`config.mk`:
```
export PLATFORM = sky130hd
export DESIGN_NAME = store_lane_packer
export DESIGN_NICKNAME = d
export VERILOG_FILES = /design/src/rtl/store_pkg.sv /design/src/rtl/store_lane_shifter.sv /design/src/rtl/store_lane_packer.sv
export SDC_FILE = /design/constraint.sdc
export NUM_CORES = 1
export LEC_CHECK = 0
export ABC_AREA = 1
export BUFFER_PORTS_ARGS = -buffer_cell sky130_fd_sc_hd__buf_4
export CAP_MARGIN = 0
export CORE_MARGIN = 2
export CORE_UTILIZATION = 40
export DETAILED_ROUTE_END_ITERATION = 7
export SKIP_CTS_REPAIR_TIMING = 1
export SYNTH_ARGS = -nofsm -noshare
export SYNTH_HDL_FRONTEND = slang
export SYNTH_SLANG_ARGS = --single-unit
```
`constraint.sdc`:
```
create_clock -name i_CLK -period 1.85 [get_ports i_CLK]
set_clock_uncertainty 0.05 [all_clocks]
set_input_delay 0.185 -clock i_CLK [delete_from_list [all_inputs] [get_ports i_CLK]]
set_output_delay 0.185 -clock i_CLK [all_outputs]
set_load 0.01 [all_outputs]
```
`src/rtl/store_pkg.sv`:
```
// Shared types and constants for the store lane packer.
//   size_e  : encoding of the request size field (byte/half/word/illegal)
//   state_e : request sequencing FSM states
//   BE_*    : byte-enable base masks for each legal size, lane 0 aligned
package store_pkg;

  typedef enum logic [1:0] {
    SIZE_BYTE    = 2'b00,
    SIZE_HALF    = 2'b01,
    SIZE_WORD    = 2'b10,
    SIZE_ILLEGAL = 2'b11
  } size_e;

  typedef enum logic [1:0] {
    ST_IDLE  = 2'b00,
    ST_BEAT0 = 2'b01,
    ST_BEAT1 = 2'b10,
    ST_DONE  = 2'b11
  } state_e;

  localparam logic [3:0] BE_BYTE = 4'b0001;
  localparam logic [3:0] BE_HALF = 4'b0011;
  localparam logic [3:0] BE_WORD = 4'b1111;

endpackage

```
`src/rtl/store_lane_shifter.sv`:
```
// Combinational lane placement for a store.
//   data      : register value; only the low bytes selected by size are used
//   size      : store size
//   offset    : byte offset of the store within its word (addr[1:0])
//   wide_data : narrowed data shifted onto its lanes across two words
//   wide_mask : byte enables for the same two words (bit n covers byte n)
// An illegal size yields all-zero data and mask, so nothing is ever written.
module store_lane_shifter
  import store_pkg::*;
(
  input  logic [31:0] data,
  input  size_e       size,
  input  logic [1:0]  offset,
  output logic [63:0] wide_data,
  output logic [7:0]  wide_mask
);

  logic [31:0] narrow;
  logic [3:0]  base_mask;

  // NOTE: every always_comb output gets a default before the case so no
  // path leaves it unassigned, which would otherwise infer a latch.
  always_comb begin
    narrow    = '0;
    base_mask = '0;
    case (size)
      SIZE_BYTE: begin
        narrow    = {24'b0, data[7:0]};
        base_mask = BE_BYTE;
      end
      SIZE_HALF: begin
        narrow    = {16'b0, data[15:0]};
        base_mask = BE_HALF;
      end
      SIZE_WORD: begin
        narrow    = data;
        base_mask = BE_WORD;
      end
      default: ;
    endcase
  end

  // Shifting into a double-width vector lets a word-crossing store spill its
  // upper bytes into the second beat without any extra wrap logic.
  assign wide_data = {32'b0, narrow} << {offset, 3'b000};
  assign wide_mask = {4'b0, base_mask} << offset;

endmodule

```
`src/rtl/store_lane_packer.sv`:
```
// Store lane packer: narrows a register value to byte/half/word, places it on
// the byte lanes of a 32-bit word-addressed memory bus, and splits stores that
// cross a word boundary into two aligned beats.
//   i_CLK, i_RSTn                     : clock, async active-low reset
//   i_ReqValid/o_ReqReady             : request handshake (ready only in IDLE)
//   i_ReqAddress/i_ReqData/i_ReqSize  : request fields, sampled at acceptance
//   o_MemValid/i_MemReady             : memory beat handshake
//   o_MemAddress/o_MemData/o_MemByteEnable : word-aligned beat contents
//   o_Done                            : one-cycle pulse when a request retires
//   o_Error                           : pulses with o_Done for an illegal size
module store_lane_packer
  import store_pkg::*;
#(
  parameter int p_XLEN = 32,
  parameter int p_ALEN = 32
) (
  input  logic              i_CLK,
  input  logic              i_RSTn,
  input  logic              i_ReqValid,
  output logic              o_ReqReady,
  input  logic [p_ALEN-1:0] i_ReqAddress,
  input  logic [p_XLEN-1:0] i_ReqData,
  input  logic [1:0]        i_ReqSize,
  output logic              o_MemValid,
  input  logic              i_MemReady,
  output logic [p_ALEN-1:0] o_MemAddress,
  output logic [p_XLEN-1:0] o_MemData,
  output logic [3:0]        o_MemByteEnable,
  output logic              o_Done,
  output logic              o_Error
);

  state_e            state_q, state_d;
  logic [p_ALEN-1:0] addr_q;
  logic [63:0]       data_q;
  logic [7:0]        mask_q;
  logic              err_q;

  logic [63:0] wide_data;
  logic [7:0]  wide_mask;
  size_e       req_size;
  logic        capture;

  assign req_size = size_e'(i_ReqSize);
  assign capture  = i_ReqValid && (state_q == ST_IDLE);

  store_lane_shifter u_shifter (
    .data      (i_ReqData),
    .size      (req_size),
    .offset    (i_ReqAddress[1:0]),
    .wide_data (wide_data),
    .wide_mask (wide_mask)
  );

  // NOTE: sequential state uses non-blocking assignments so every register
  // samples pre-edge values; the datapath registers are few and small, so
  // they are all reset to keep the bus outputs deterministic out of reset.
  always_ff @(posedge i_CLK or negedge i_RSTn) begin
    if (!i_RSTn) begin
      state_q <= ST_IDLE;
      addr_q  <= '0;
      data_q  <= '0;
      mask_q  <= '0;
      err_q   <= 1'b0;
    end else begin
      state_q <= state_d;
      if (capture) begin
        addr_q <= {i_ReqAddress[p_ALEN-1:2], 2'b00};
        data_q <= wide_data;
        mask_q <= wide_mask;
        err_q  <= (req_size == SIZE_ILLEGAL);
      end
    end
  end

  // Bus outputs decode directly from the state register, so an async reset
  // drops o_MemValid immediately and beat contents stay frozen while stalled.
  always_comb begin
    state_d         = state_q;
    o_MemValid      = 1'b0;
    o_MemAddress    = '0;
    o_MemData       = '0;
    o_MemByteEnable = '0;
    o_Done          = 1'b0;
    o_Error         = 1'b0;
    case (state_q)
      ST_IDLE: begin
        if (i_ReqValid) begin
          state_d = (req_size == SIZE_ILLEGAL) ? ST_DONE : ST_BEAT0;
        end
      end
      ST_BEAT0: begin
        o_MemValid      = 1'b1;
        o_MemAddress    = addr_q;
        o_MemData       = data_q[31:0];
        o_MemByteEnable = mask_q[3:0];
        if (i_MemReady) begin
          state_d = (|mask_q[7:4]) ? ST_BEAT1 : ST_DONE;
        end
      end
      ST_BEAT1: begin
        o_MemValid      = 1'b1;
        // Wraps modulo 2^p_ALEN, so the top word's successor is address 0.
        o_MemAddress    = addr_q + p_ALEN'(4);
        o_MemData       = data_q[63:32];
        o_MemByteEnable = mask_q[7:4];
        if (i_MemReady) begin
          state_d = ST_DONE;
        end
      end
      ST_DONE: begin
        o_Done  = 1'b1;
        o_Error = err_q;
        state_d = ST_IDLE;
      end
      default: state_d = ST_IDLE;
    endcase
  end

  assign o_ReqReady = (state_q == ST_IDLE);

endmodule

```
-- After elaboration in Yosys (flattened, before gate mapping)
Index checks and enable logic that the tools add are counted.
- register bits: 105
- latch bits: 0
- memory bits (writable): 0
- memory bits (read-only): 0
- input bits: 70
- output and inout bits: 72
- logic and storage cells: 37
- memories kept: 0
- add/sub/neg operators: 1
- multiply operators: 0
- div/mod/pow operators: 0
- order comparisons: 0
- equality and inequality tests: 9
- shift-type cells: 2
- muxes and demuxes: 14
- bitwise operators: 0
- reductions and logical operators: 6
- operators with widths (cell ; count):
    case mux 32 bit (2 select lines) ; 2
    case mux 32 bit (3 select lines) ; 1
    << shifter 32 x 5 -> 64 bit ; 1
    adder 32 x 3 -> 32 bit (second input constant) ; 1
    case mux 4 bit (3 select lines) ; 1
    == test 2 bit (second input constant) ; 4
    two-way mux 2 bit ; 4
    case mux 2 bit (4 select lines) ; 1
    case mux 4 bit (2 select lines) ; 1
    << shifter 4 x 2 -> 8 bit ; 1
    != test 2 bit (second input constant) ; 3
    == test 2 x 1 -> 1 bit (second input constant) ; 2
    zero test 2 bit ; 2
    two-way mux 1 bit ; 4
    OR reduction 4 bit ; 1
    AND reduction 3 bit ; 1
    OR reduction 2 bit ; 1
    logical AND 1 bit ; 1

-- Logic depth before layout (Yosys ltp)
- depth after elaboration: 4
- mapped depth: 10
- depth with buffers taken out: 10

-- Hierarchy
From an unflattened synthesis, not the netlist that was laid out.
- cells, all modules: 943
- area total of the unflattened synthesis: 7365.8 um^2
- modules (own cells, without submodules) (module ; instances ; cells an instance ; area each (um^2) ; sequential area each (um^2)):
    store_lane_packer ; 1 ; 678 ; 5975.7 ; 2627.5
    store_lane_shifter ; 1 ; 265 ; 1390.1 ; 0.0

-- Least setup slack after synthesis
OpenSTA, ideal clock, no wires.
- path type: register to output
- from: register state_q[1]
- to: output port o_MemAddress[21]
- arrival time: 1.611 ns
- required time: 1.615 ns
- slack: 0.004 ns
- stages on the path, launching flop included: 9
- path buffers: 2
- path through: dfrtp_1 -> inv_1 -> ha_1 -> buf_2 -> nand2_1 -> clkbuf_1 -> nor2_1 -> a21oi_1 -> a21oi_1
- cells in the longest elaborated chain, start to end: 2
- elaborated cells on any way between the ends: 3
- those cells by class: 2 x eq/ne; 1 x mux
- RTL lines (what ; RTL line ; text):
    start, declared ; store_lane_packer.sv:33 ; state_e state_q, state_d;
    start signal, assigned ; store_lane_packer.sv:66 ; state_q <= state_d;
    == test 2 bit or == test 2 x 1 -> 1 bit (tied branches) ; store_lane_packer.sv:86 ; case (state_q)
    case mux 32 bit (2 select lines) (*) ; store_lane_packer.sv:86 ;
    end, declared ; store_lane_packer.sv:26 ; output logic [p_ALEN-1:0] o_MemAddress,
Mark *: on every way between the ends. The rest lies on a longest branch, timed or not.

-- Worst setup path after layout
- from: register addr_q[3]
- to: output port o_MemAddress[20]
- cells in the longest elaborated chain, start to end: 2
- RTL lines (what ; RTL line ; text):
    start, declared ; store_lane_packer.sv:34 ; logic [p_ALEN-1:0] addr_q;
    start signal, assigned ; store_lane_packer.sv:68 ; addr_q <= {i_ReqAddress[p_ALEN-1:2], 2'b00};
    adder 32 x 3 -> 32 bit ; store_lane_packer.sv:104 ; o_MemAddress = addr_q + p_ALEN'(4);
    case mux 32 bit (2 select lines) ; store_lane_packer.sv:86 ;
Every way passes these cells.

==> metrics.txt <==
cell leakage power=~4.0 nW; global routing met1 resource utilization=about a third; delay of the slowest cell on the worst path=just over 0.4 ns; Area Growth Syn to Fin=49.3%; floorplan die area=15,300 um2; Port-buffer cells=between 100 and 150; sum of internal, switching and leakage power=roughly 0.012 W; clock transition at the register clock pins on the worst setup and hold paths after CTS=about 0.070 ns; grt total ovfl=0; Die Ht=between 100 and 150 um; type of element capturing the critical path=primary output; worst slew margin relative to its limit=65.3%; initial cell density of the core=between 40% and 50%; number of placement rows=43; Routed WL=19.9 mm; Die W=124 um; length of the first detailed-routing pass in iterations=5; Logic pwr share=a little under three fifths; Syn Std Cell Area=about 5700 um2; placed wire-length estimate after detailed placement=13.1 mm; fraction of final layout cells sized beyond drive strength 1=31.9%; Switch Pwr=about 0.0053 W; Synth warnings=0; data arrival time at the worst-slack endpoint=1.88 ns; Critical Path Source Type=flop; Max Clk Rate=approximately 470 MHz; Via density=approximately 5.2; initial drt markers=about 460; least setup slack across all paths after layout=-0.268 ns; Total GRT Usage=between 20% and 30%; proportion of power drawn by flip-flops and latches=roughly 29%; clock tree from TritonCTS=yes; cell with the most instances after synthesis=nand2_1; # DRC=0; number of distinct standard cells referenced by the synthesized netlist=30; slowest stage cell, crit path=dfrtp_1; highest net fanout along the worst path=5; cell at the root of the clock tree=clkbuf_16; IR Drop Worst-Case VDD=0.000791 V; Area contributors post-synth=dfrtp_1 42%, nand2_1 18%, inv_1 7.7%; RSZ-0062 raised after global routing=yes; failing checks=hold timing, setup timing; synthesized flop and latch total=96; net count reported at finish=~1,100; outcome=finished, violations left; clock sink count=96; wire length of the first global-routing pass=29.0 mm; Buf/Inv on CP=1; predominant post-synthesis flop cell=dfrtp_1; pre-CTS setup slack=roughly 0.027 ns; gate count after technology mapping=about 800; Skew-Pair Late Insertion Delay=roughly 0.35 ns; number of enable flip-flop cells after synthesis=0; busiest grt layer=met2; final hold violation count=7; Worst Hold Slack=-0.0152 ns; maximum number of pins on one net before global-route repair=57; type of the tightest min-delay check=input port to flop; Setup CP Type=flop to primary output; switching share of power=between 40 and 50%; final number of setup-violating endpoints=between 60 and 70; ant diodes=0; antenna violation net count after detailed routing=0; Commonest cells post-synth=270 x nand2_1, 117 x inv_1, 96 x dfrtp_1; cell type with the largest total area after synthesis=dfrtp_1; CP top delay family=simple AND/OR/NAND/NOR gates; post-layout utilization of the core=61.3%; met3 track utilization from global routing=~5.3%; share of synthesized registers carrying an async set or reset=between 90% and 100%; buffers from clock root to sink, at most=2; post-synth top area share=around two fifths; antenna violations before repair=0; slew at the pin closest to its max-slew limit=0.520 ns; H-tree lvl count=3; clock share of power=around 16%; Core Area=~14,000 um2; post-route clock period utilization=114%; average cell area after synthesis=a little over 7 um2; sequential fraction of the synthesis area=between 40% and 50%; Max Cap Viol=0; final estimated routing congestion in global placement=0.928; cell-internal power=approximately 0.0070 W; GRT met2 Usage=41.2%; detailed-route wire length per cell=16.9 um; time the final worst path needs with I/O delays and setup=~2.1 ns; via count of the first global-routing pass=~5,700; number of buffers created by CTS=9; required time at the worst-slack endpoint=~1.6 ns; power density normalized to cell area=between 1000 and 1500 nW/um2; worst path cell trace=ha_2, nand2_4, nor2_4, nand2_4, nor2_4, nand3_1, nand3_1, nand2_1, buf_4; max-slew violation total from the final report=0; Ports=about 140; via count=~6,100
-- final timing paths --
check	depth (start not counted)	endpoint	slack, ns	start
max	9	o_MemAddress[20]	-0.27	addr_q[3]
min	3	addr_q[21]	-0.02	i_ReqAddress[21]
max reg2reg	7	data_q[48]	0.07	state_q[0]
min reg2reg	2	data_q[31]	0.46	data_q[31]
max in group asynchronous	3	mask_q[1]	0.88	i_RSTn
min in group asynchronous	2	addr_q[2]	0.29	i_RSTn
-- layout make-up --
| cell class | instances | area (um2) |
|---|---|---|
| Fill cell | 1289 | 5390 |
| Multi-Input combinational cell | 549 | 3170 |
| Sequential cell | 96 | 2410 |
| Timing Repair Buffer | 214 | 1980 |
| Inverter | 121 | 459 |
| Clock buffer | 10 | 239 |
| Tap cell | 180 | 225 |
| Clock inverter | 6 | 53.8 |
-- power groups by stage --
| stage | Sequential, W | Clock (W) | Combinational (W) |
|---|---|---|---|
| floorplan | 0.00334 | 0 | 0.00290 |
| global placement | 0.00347 | 0 | 0.00483 |
| detailed placement | 0.00348 | 0 | 0.00486 |
| CTS | 0.00345 | 0.00192 | 0.00488 |
| global route | 0.00360 | 0.00202 | 0.00738 |
| finish | 0.00349 | 0.00190 | 0.00682 |
-- routing by layer --
metal  vias to the layer above  wire length (um)
met5                         -                 0
li1                       2974                 -
met2                       256              9600
met4                         0               595
met1                      2867              8380
met3                        45              1360
-- logic make-up after synthesis --
group | Yosys count | share of synthesized area, %
compound gates | 165 | 17.7
buf+inv | 155 | 11.1
simple gates | 372 | 27.0
fa+ha+maj | 10 | 2.19
other cells | 1 | 0.0656
flops | 96 | 42.0
-- registers in the layout, summed over array words and instances, names as in the netlist --
signal and cells:
mask_q 7, state_q 2, data_q 56, err_q 1
addr_q 30
-- cells in the final DEF, fill, tap and decap left out, drive strengths merged --
master       instances
nand2              278
a21oi                7
nand3               33
a22o                 1
o221ai              18
clkinvlp             1
o22ai               69
buf                198
conb                 2
nand3b               3
dfrtp               96
o211a                1
a22oi                8
a31oi                1
clkbuf              15
inv                126
and2                 2
o211ai               1
o21ai               59
nor2                56
dlygate4sd3         11
ha                  10
-- metrics by stage --
step                std cells  cell area, um2  hold WS [ns]  setup TNS [ns]
floorplan                 800            5720        -0.161               0
global placement         1118            7150         0.144               0
detailed placement       1118            7150         0.144               0
CTS                      1134            7440        -0.236          -13.40
global route             1176            8540       0.00240          -14.53
finish                   1176            8540       -0.0152           -9.66
-- tightest hold or removal path: stages --
cell,delay [ns]
buf_4,0.08
nand2_1,0.04
nand2_1,0.05
Note: power is estimated with default switching activity, not from simulation.
